File: src/rtl/ir_switch_pkg.sv
// Shared types and constants for the IR remote switch controller.
// No logic, no latency, no backpressure.
package ir_switch_pkg;

   typedef enum logic [1:0] {
      ST_IDLE    = 2'd0,
      ST_COUNT   = 2'd1,
      ST_EXEC    = 2'd2,
      ST_LOCKOUT = 2'd3
   } state_t;

   typedef logic [2:0] pcnt_t;

   localparam pcnt_t CMD_NEXT   = 3'd1;
   localparam pcnt_t CMD_TOGGLE = 3'd2;
   localparam pcnt_t CMD_OFF    = 3'd3;
   localparam pcnt_t PCNT_MAX   = 3'd7;

   function automatic logic [3:0] rotl4(input logic [3:0] v);
      return {v[2:0], v[3]};
   endfunction

endpackage

File: src/rtl/rxd_edge_sync.sv
// Two-flop synchronizer plus registered rising-edge detector for the IR line.
// rise appears 3 cycles after an rxd 0->1 transition; no backpressure.
module rxd_edge_sync (
   input  logic clk,
   input  logic rst_n,
   input  logic rxd,
   output logic rise
);

   logic sync1_q,  sync1_d;
   logic rxd_s_q,  rxd_s_d;
   logic rxd_old_q, rxd_old_d;
   logic rise_q,   rise_d;

   always_comb begin
      sync1_d   = rxd;
      rxd_s_d   = sync1_q;
      rxd_old_d = rxd_s_q;
      rise_d    = rxd_s_q & ~rxd_old_q;
   end

   // Line idles high, so the chain resets to 1 to avoid a spurious edge on release.
   always_ff @(posedge clk) begin
      if (!rst_n) begin
         sync1_q   <= 1'b1;
         rxd_s_q   <= 1'b1;
         rxd_old_q <= 1'b1;
         rise_q    <= 1'b0;
      end else begin
         sync1_q   <= sync1_d;
         rxd_s_q   <= rxd_s_d;
         rxd_old_q <= rxd_old_d;
         rise_q    <= rise_d;
      end
   end

   assign rise = rise_q;

endmodule

File: src/rtl/ir_switch_ctrl.sv
// Counts IR pulses per burst and applies channel-next / power-toggle / off commands.
// Command takes effect GAP_CYCLES+2 cycles after the last rise; input ignored while busy.
module ir_switch_ctrl
   import ir_switch_pkg::*;
#(
   parameter int GAP_CYCLES     = 1200000,
   parameter int LOCKOUT_CYCLES = 12000000
) (
   input  logic       clk,
   input  logic       rst_n,
   input  logic       rxd,
   output logic [3:0] led,
   output logic       power,
   output logic       busy,
   output logic       cmd_err,
   output logic       sd,
   output logic       txd
);

   localparam int GAP_W = $clog2(GAP_CYCLES);
   localparam int LK_W  = $clog2(LOCKOUT_CYCLES);
   localparam logic [GAP_W-1:0] GAP_LAST = GAP_W'(GAP_CYCLES - 1);
   localparam logic [LK_W-1:0]  LK_LAST  = LK_W'(LOCKOUT_CYCLES - 1);

   logic rise;

   state_t           state_q,   state_d;
   pcnt_t            pcnt_q,    pcnt_d;
   logic [GAP_W-1:0] gap_q,     gap_d;
   logic [LK_W-1:0]  lk_q,      lk_d;
   logic [3:0]       led_q,     led_d;
   logic             power_q,   power_d;
   logic             cmd_err_q, cmd_err_d;

   rxd_edge_sync u_sync (
      .clk   (clk),
      .rst_n (rst_n),
      .rxd   (rxd),
      .rise  (rise)
   );

   always_ff @(posedge clk) begin
      if (!rst_n) begin
         state_q   <= ST_IDLE;
         pcnt_q    <= '0;
         gap_q     <= '0;
         lk_q      <= '0;
         led_q     <= 4'b0001;
         power_q   <= 1'b0;
         cmd_err_q <= 1'b0;
      end else begin
         state_q   <= state_d;
         pcnt_q    <= pcnt_d;
         gap_q     <= gap_d;
         lk_q      <= lk_d;
         led_q     <= led_d;
         power_q   <= power_d;
         cmd_err_q <= cmd_err_d;
      end
   end

   // Counters are cleared on every exit so they never run past their terminal value.
   always_comb begin
      state_d = state_q;
      pcnt_d  = pcnt_q;
      gap_d   = gap_q;
      lk_d    = lk_q;
      case (state_q)
         ST_IDLE: begin
            if (rise) begin
               state_d = ST_COUNT;
               pcnt_d  = 3'd1;
               gap_d   = '0;
            end
         end
         ST_COUNT: begin
            if (rise) begin
               gap_d = '0;
               if (pcnt_q != PCNT_MAX) begin
                  pcnt_d = pcnt_q + 3'd1;
               end
            end else if (gap_q == GAP_LAST) begin
               state_d = ST_EXEC;
               gap_d   = '0;
            end else begin
               gap_d = gap_q + 1'b1;
            end
         end
         ST_EXEC: begin
            state_d = ST_LOCKOUT;
            lk_d    = '0;
         end
         ST_LOCKOUT: begin
            if (lk_q == LK_LAST) begin
               state_d = ST_IDLE;
               lk_d    = '0;
            end else begin
               lk_d = lk_q + 1'b1;
            end
         end
         default: begin
            state_d = ST_IDLE;
         end
      endcase
   end

   always_comb begin
      led_d     = led_q;
      power_d   = power_q;
      cmd_err_d = 1'b0;
      if (state_q == ST_EXEC) begin
         case (pcnt_q)
            CMD_NEXT:   led_d   = rotl4(led_q);
            CMD_TOGGLE: power_d = ~power_q;
            CMD_OFF: begin
               power_d = 1'b0;
               led_d   = 4'b0001;
            end
            default:    cmd_err_d = (pcnt_q >= 3'd4);
         endcase
      end
   end

   assign led     = led_q;
   assign power   = power_q;
   assign busy    = (state_q != ST_IDLE);
   assign cmd_err = cmd_err_q;
   assign sd      = 1'b0;
   assign txd     = 1'b0;

endmodule
File: config.mk
export PLATFORM = sky130hd
export DESIGN_NAME = ir_switch_ctrl
export DESIGN_NICKNAME = d
export VERILOG_FILES = /design/src/rtl/ir_switch_pkg.sv /design/src/rtl/rxd_edge_sync.sv /design/src/rtl/ir_switch_ctrl.sv
export SDC_FILE = /design/constraint.sdc
export NUM_CORES = 1
export LEC_CHECK = 0
export ABC_AREA = 1
export ABC_CLOCK_PERIOD_IN_PS = 1500
export CORE_MARGIN = 4
export CORE_UTILIZATION = 55
export CTS_BUF_LIST = sky130_fd_sc_hd__clkbuf_8
export DETAILED_ROUTE_END_ITERATION = 7
export PLACE_DENSITY = 0.78
export SLEW_MARGIN = 20
export SYNTH_ARGS = -nofsm -noshare
export SYNTH_HDL_FRONTEND = slang
export SYNTH_SLANG_ARGS = --single-unit
File: constraint.sdc
create_clock -name clk -period 1.5 [get_ports clk]
set_input_delay 0.225 -clock clk [delete_from_list [all_inputs] [get_ports clk]]
set_output_delay 0.225 -clock clk [all_outputs]
set_load 0.01 [all_outputs]
**Word-level counts from Yosys, hierarchy flattened**

Cells that the tools add are included.
W data, S select, Z words.

- Bits in registers: 60

- Eq/ne operators: 15
- $add $sub $neg: 3
- Muxes and demuxes: 17
- Magnitude comparators: 1
- Bitwise operators: 5
- Reduce and logical (&&, ||, !) cells: 12

Operators with widths:

| kind | number |
|---|---|
| $mux W21 | 3 |
| $pmux W24 S2 | 1 |
| $pmux W21 S2 | 1 |
| $add A24 B1 Y24 const B | 1 |
| $eq A24 B24 Y1 const B | 1 |
| $mux W24 | 1 |
| $add A21 B1 Y21 const B | 1 |
| $eq A21 B21 Y1 const B | 1 |
| $reduce_bool A2 Y1 | 5 |
| $mux W3 | 3 |
| $mux W2 | 4 |
| $ne A2 B2 Y1 const B | 4 |
| $pmux W2 S4 | 1 |
| $pmux W4 S2 | 1 |
| $reduce_and A4 Y1 | 2 |
| $eq A3 B2 Y1 const B | 2 |
| $pmux W3 S2 | 1 |
| $reduce_and A2 Y1 | 3 |
| $reduce_or A5 Y1 | 1 |
| $eq A2 B2 Y1 const B | 2 |
| $ne A2 B1 Y1 const B | 2 |
| $not A1 Y1 | 4 |
| $add A3 B1 Y3 const B | 1 |
| $eq A3 B1 Y1 const B | 1 |
| other kinds (6) | 6 |

**Longest topological paths before layout**

- Depth in word-level cells: 4
- Mapped depth: 11

**Modules after synthesis**

From an unflattened synthesis, not the netlist that was laid out.

- Cell total of the unflattened synthesis: 524
- Area total of the unflattened synthesis: 3535.9 um^2

By module, submodules not included:

| module | area each (um^2) | cells each | times used |
|---|---|---|---|
| ir_switch_ctrl | 3424.5 | 513 | 1 |
| rxd_edge_sync | 111.4 | 11 | 1 |

**Least setup slack after synthesis**

No wires, ideal clock.

- Path type: reg-to-reg
- Start: register state_q[0]
- End: register lk_q[21]
- Buffers on the path: 0
- Arrival time: 1.470 ns
- Clock period less this slack: 1.592 ns
- Cell stages (with the launch flop): 10
- Library setup time: 0.121 ns
- Setup slack: -0.092 ns
- Cells stage by stage: dfxtp_1 > inv_1 > ha_1 > nor2_2 > inv_1 > nand3_1 > nor3_1 > nand2_1 > xor2_1 > nor2_1

- Longest elaborated chain between the ends: 2
- Elaborated cells on any way between the ends: 4
- Those cells by class: eq/ne (2); mux (1); reduce/logical (1)

Ends and longest elaborated chain:

| what | line | text |
|---|---|---|
| start: declaration | ir_switch_ctrl.sv:27 | `state_t state_q, state_d;` |
| start signal: assignment | ir_switch_ctrl.sv:52 | `state_q <= state_d;` |
| $eq A2 B2 Y1 | ir_switch_ctrl.sv:68 | `case (state_q)` |
| $pmux W24 S2 or $reduce_bool A2 Y1 (tied branches) | n/a |  |
| end signal: assignment | ir_switch_ctrl.sv:55 | `lk_q <= lk_d;` |
| end: declaration | ir_switch_ctrl.sv:30 | `logic [LK_W-1:0] lk_q, lk_d;` |

Parallel ways exist; a longest one is shown, timed or not.
A chain may end at the register's enable or synchronous reset.

**Worst setup path in the final report**

- Start: register gap_q[2]
- End: register gap_q[19]

- Longest elaborated chain between the ends: 4
- Elaborated cells on any way between the ends: 5
- Those cells by class: add/sub (1); eq/ne (1); mux (3)

Ends and longest elaborated chain:

| what | line | text |
|---|---|---|
| start: declaration | ir_switch_ctrl.sv:29 | `logic [GAP_W-1:0] gap_q, gap_d;` |
| start signal: assignment | ir_switch_ctrl.sv:54 | `gap_q <= gap_d;` |
| $add A21 B1 Y21 or $eq A21 B21 Y1 (tied branches) | ir_switch_ctrl.sv:86, ir_switch_ctrl.sv:82 |  |
| $mux W21 * | ir_switch_ctrl.sv:82 | `end else if (gap_q == GAP_LAST) begin` |
| $mux W21 * | ir_switch_ctrl.sv:77 | `if (rise) begin` |
| $pmux W21 S2 * | ir_switch_ctrl.sv:68 |  |

Mark *: on every way between the ends. The rest lies on a longest branch, timed or not.

==> flow_summary.toml <==
[job]
cap_violations = 0

[clock_network]
clkSlewWorstSetupHoldPaths_ns = 0.08
clk_path_buf_depth = 2
cts-hold-fix-buffers = 0
clock_latency_ns = 0.36
clock-root-buffer = "clkbuf_8"
cts_made_buffers = 9
clock_sinks = 60
cts_max_level = 3
cts_tree = "built"

[placed_design]
io_buffers = 9
placed_area_sq_um = 4140
gp_congestion = 0.924
place_ws_ns = -0.138
dp_hpwl_mm = 6.24

[setup_path]
slowest_stage = "dfxtp_1"
reg2reg_to = "gap_q[19]"
crit_fanout = 5
r2r_setup_slack_ns = -0.17
cp_cell_sequence = "nand3_1, inv_2, nand2_1, nor2_4, buf_4, nand3_1, nand3_1, a21oi_1"
crit_required_ns = 1.74
cp-start-kind = "flip-flop"
criticalPathCategory = "flip-flop to flip-flop"
worstPathArrival_ns = 1.91
slowest_delay_ns = 0.44
crit_top_cell = "nand3_1"
end_kind = "flip-flop"
r2r_start = "gap_q[2]"
rr_worst_depth = 8

[floorplanning]
io-pin-count = 12
die_area_sq_um = 7480
die_width_um = 86.5
start_util_pct = 56.9
core-area_sq_um = 5960
die_y_um = 86.5
num_rows = 28

[yosys]
synth_area_per_cell_sq_um = 6.78
synth_area_sq_um = 3390
synth_top_area_share_pct = 35.4
synth_top_cell_by_area = "dfxtp_1"
synthCells = 500
synth_edf_count = 0
synth.yosys.seq_area_share_pct = 35.4
post-synth-top-count-cell = "nand2_1"
ys_ff_latch = 60
async_flop_share_pct = 0
synth_area_leaders = "dfxtp_1 (35%), nand2_1 (14%), nor2_1 (7.4%)"
synth-warning-count = 0
synth_top_flop_cell = "dfxtp_1"
synth_cell_types = 43
synthTopCellsByCount = "nand2_1 (122), nor2_1 (67), dfxtp_1 (60), inv_1 (52), nand3_1 (43)"

[pwr]
p_clk_share_pct = 24.8
ir_drop_mv = 0.836
power_mw = 5.46
switching_share_pct = 38.1
power_frac_comb_pct = 43.9
power_frac_seq_pct = 31.4
p_leak_nw = 2.08
power.density_nw_per_um2 = 1090
switching_power_mw = 2.08
internal-power_mw = 3.37

[run_status]
outcome = "finished, violations left"
violations = "negative setup slack"

[timing]
fin_worst_skew_ns = 0.0176
slew_viol_final = 0
tns_ns = -2.49
finalHoldViolCount = 0
fin_ws_ns = -0.173
period_share_pct = 112
rsz0062_at_grt = "yes"
finalSetupViolCount = 33
max_clock_freq_mhz = 598
fin_crit_ns = 1.67
hold_ws_ns = 0.421

[min_path]
hold_path.class = "flip-flop to flip-flop"
hp-start = "u_sync.rxd_s_d"
min_to = "u_sync.rxd_old_d"
worstHoldPathCells = 1

[grt]
grt_max_degree = 22
antenna_found_initial = 0
grtUsageTotal_pct = 26.7
grt_pass1_vias = 3572
gr-total-overflow = 0
grt_pass1_wl_mm = 16.0

[detailed_routing]
drt_first_iter_violations = 545
drt_pass1_iterations = 8
wl_per_cell_um = 19.2
routed_wl_mm = 13.1
post-route-drc-count = 0
ant_nets = 0
vias = 4228
via_per_inst = 6.17

[finish]
fillCellCount = 302
fin_area_sq_um = 5030
layout.nets = 620
diodes = 0
drive_gt1_share_pct = 40.3
area_growth_pct = 48.2
per-stage QoR:
stage               util, %  instances
global placement       69.4        647
detailed placement     69.4        647
floorplan                 -        501
finish                 84.4        685
CTS                    76.4        672
global route           84.4        685
critical path: cells and delay by family (launching register included):
kind | cells | cell delay, ns
buffers and inverters | 2 | 0.27
AOI/OAI and AO/OA | 1 | 0.07
DFF | 1 | 0.44
and+or+nand+nor | 5 | 0.77
power by group through the flow:
| stage | clock, mW | combinational, mW | sequential, mW |
|---|---|---|---|
| final | 1.35 | 2.39 | 1.71 |
| after global routing | 1.42 | 2.47 | 1.71 |
| after CTS | 1.29 | 1.67 | 1.71 |
| after detailed placement | 0 | 1.51 | 1.73 |
| after global placement | 0 | 1.47 | 1.73 |
| after floorplan | 0 | 0.808 | 1.74 |
sequential cells by signal (all words and copies together), names as in the netlist:
| signal | flops |
|---|---|
| u_sync.rxd_old_q | 1 |
| gap_q | 21 |
| u_sync.rxd_old_d | 1 |
| power | 1 |
| lk_q | 24 |
| pcnt_q | 3 |
| cmd_err | 1 |
| state_q | 2 |
| led | 4 |
| u_sync.rise | 1 |
| u_sync.rxd_s_d | 1 |
cell type report:
cell class / count / area (sq um) / area share (%)
clock buffer: 10 / 138 / 2.74
clock inverter: 6 / 31.3 / 0.622
inverter: 55 / 224 / 4.46
multi-input combinational: 372 / 2390 / 47.6
sequential: 60 / 1220 / 24.3
tap: 75 / 93.8 / 1.87
timing repair buffer: 107 / 926 / 18.4
worst max path at each step:
stage | startpoint | end | slack (ns) | cells past startpoint
2_1_floorplan | gap_q[0] | gap_q[12] | 0.0005 | 9
5_1_grt | state_q[0] | gap_q[14] | -0.21 | 8
4_1_cts | state_q[0] | gap_q[20] | -0.07 | 8
3_5_place_dp | lk_q[0] | state_q[1] | -0.14 | 12
3_3_place_gp | lk_q[0] | lk_q[17] | -0.12 | 10
6_report | gap_q[2] | gap_q[19] | -0.17 | 8
repair_timing:
item	CTS	global route
gates resized for setup	53	109
setup buffers	9	13
pin swaps	18	47
setup endpoints to repair	52	55
cells in the final DEF, fill, tap and decap left out, drive strengths merged, types with 3 or more instances in the layout:
| cell | count |
|---|---|
| dlymetal6s2s | 3 |
| xor2 | 9 |
| clkinv | 4 |
| clkbuf | 10 |
| nand2 | 127 |
| nor2 | 75 |
| clkdlybuf4s50 | 4 |
| nand3 | 45 |
| or2 | 5 |
| o21ai | 20 |
| ha | 12 |
| a21oi | 40 |
| buf | 99 |
| nand4 | 8 |
| inv | 56 |
| dfxtp | 60 |
| nor3 | 11 |
layer usage:
metal / global-route usage [%] / wire length [um]
met1: 31.5 / 4750
met2: 46.6 / 6300
met3: 3.99 / 1160
met4: 13.9 / 910
met5: 0 / 0
cells by family after synthesis:
family | count (synthesis) | synth area share [%]
buffers and inverters | 69 | 8.34
AND/OR/NAND/NOR | 276 | 36.5
AO/OA/AOI/OAI | 71 | 12.4
flip-flops | 60 | 35.4
adder cells (fa/ha/maj) | 12 | 4.43
XOR/XNOR | 11 | 2.84
other | 1 | 0.111
Note: power is estimated with default switching activity, not from simulation.
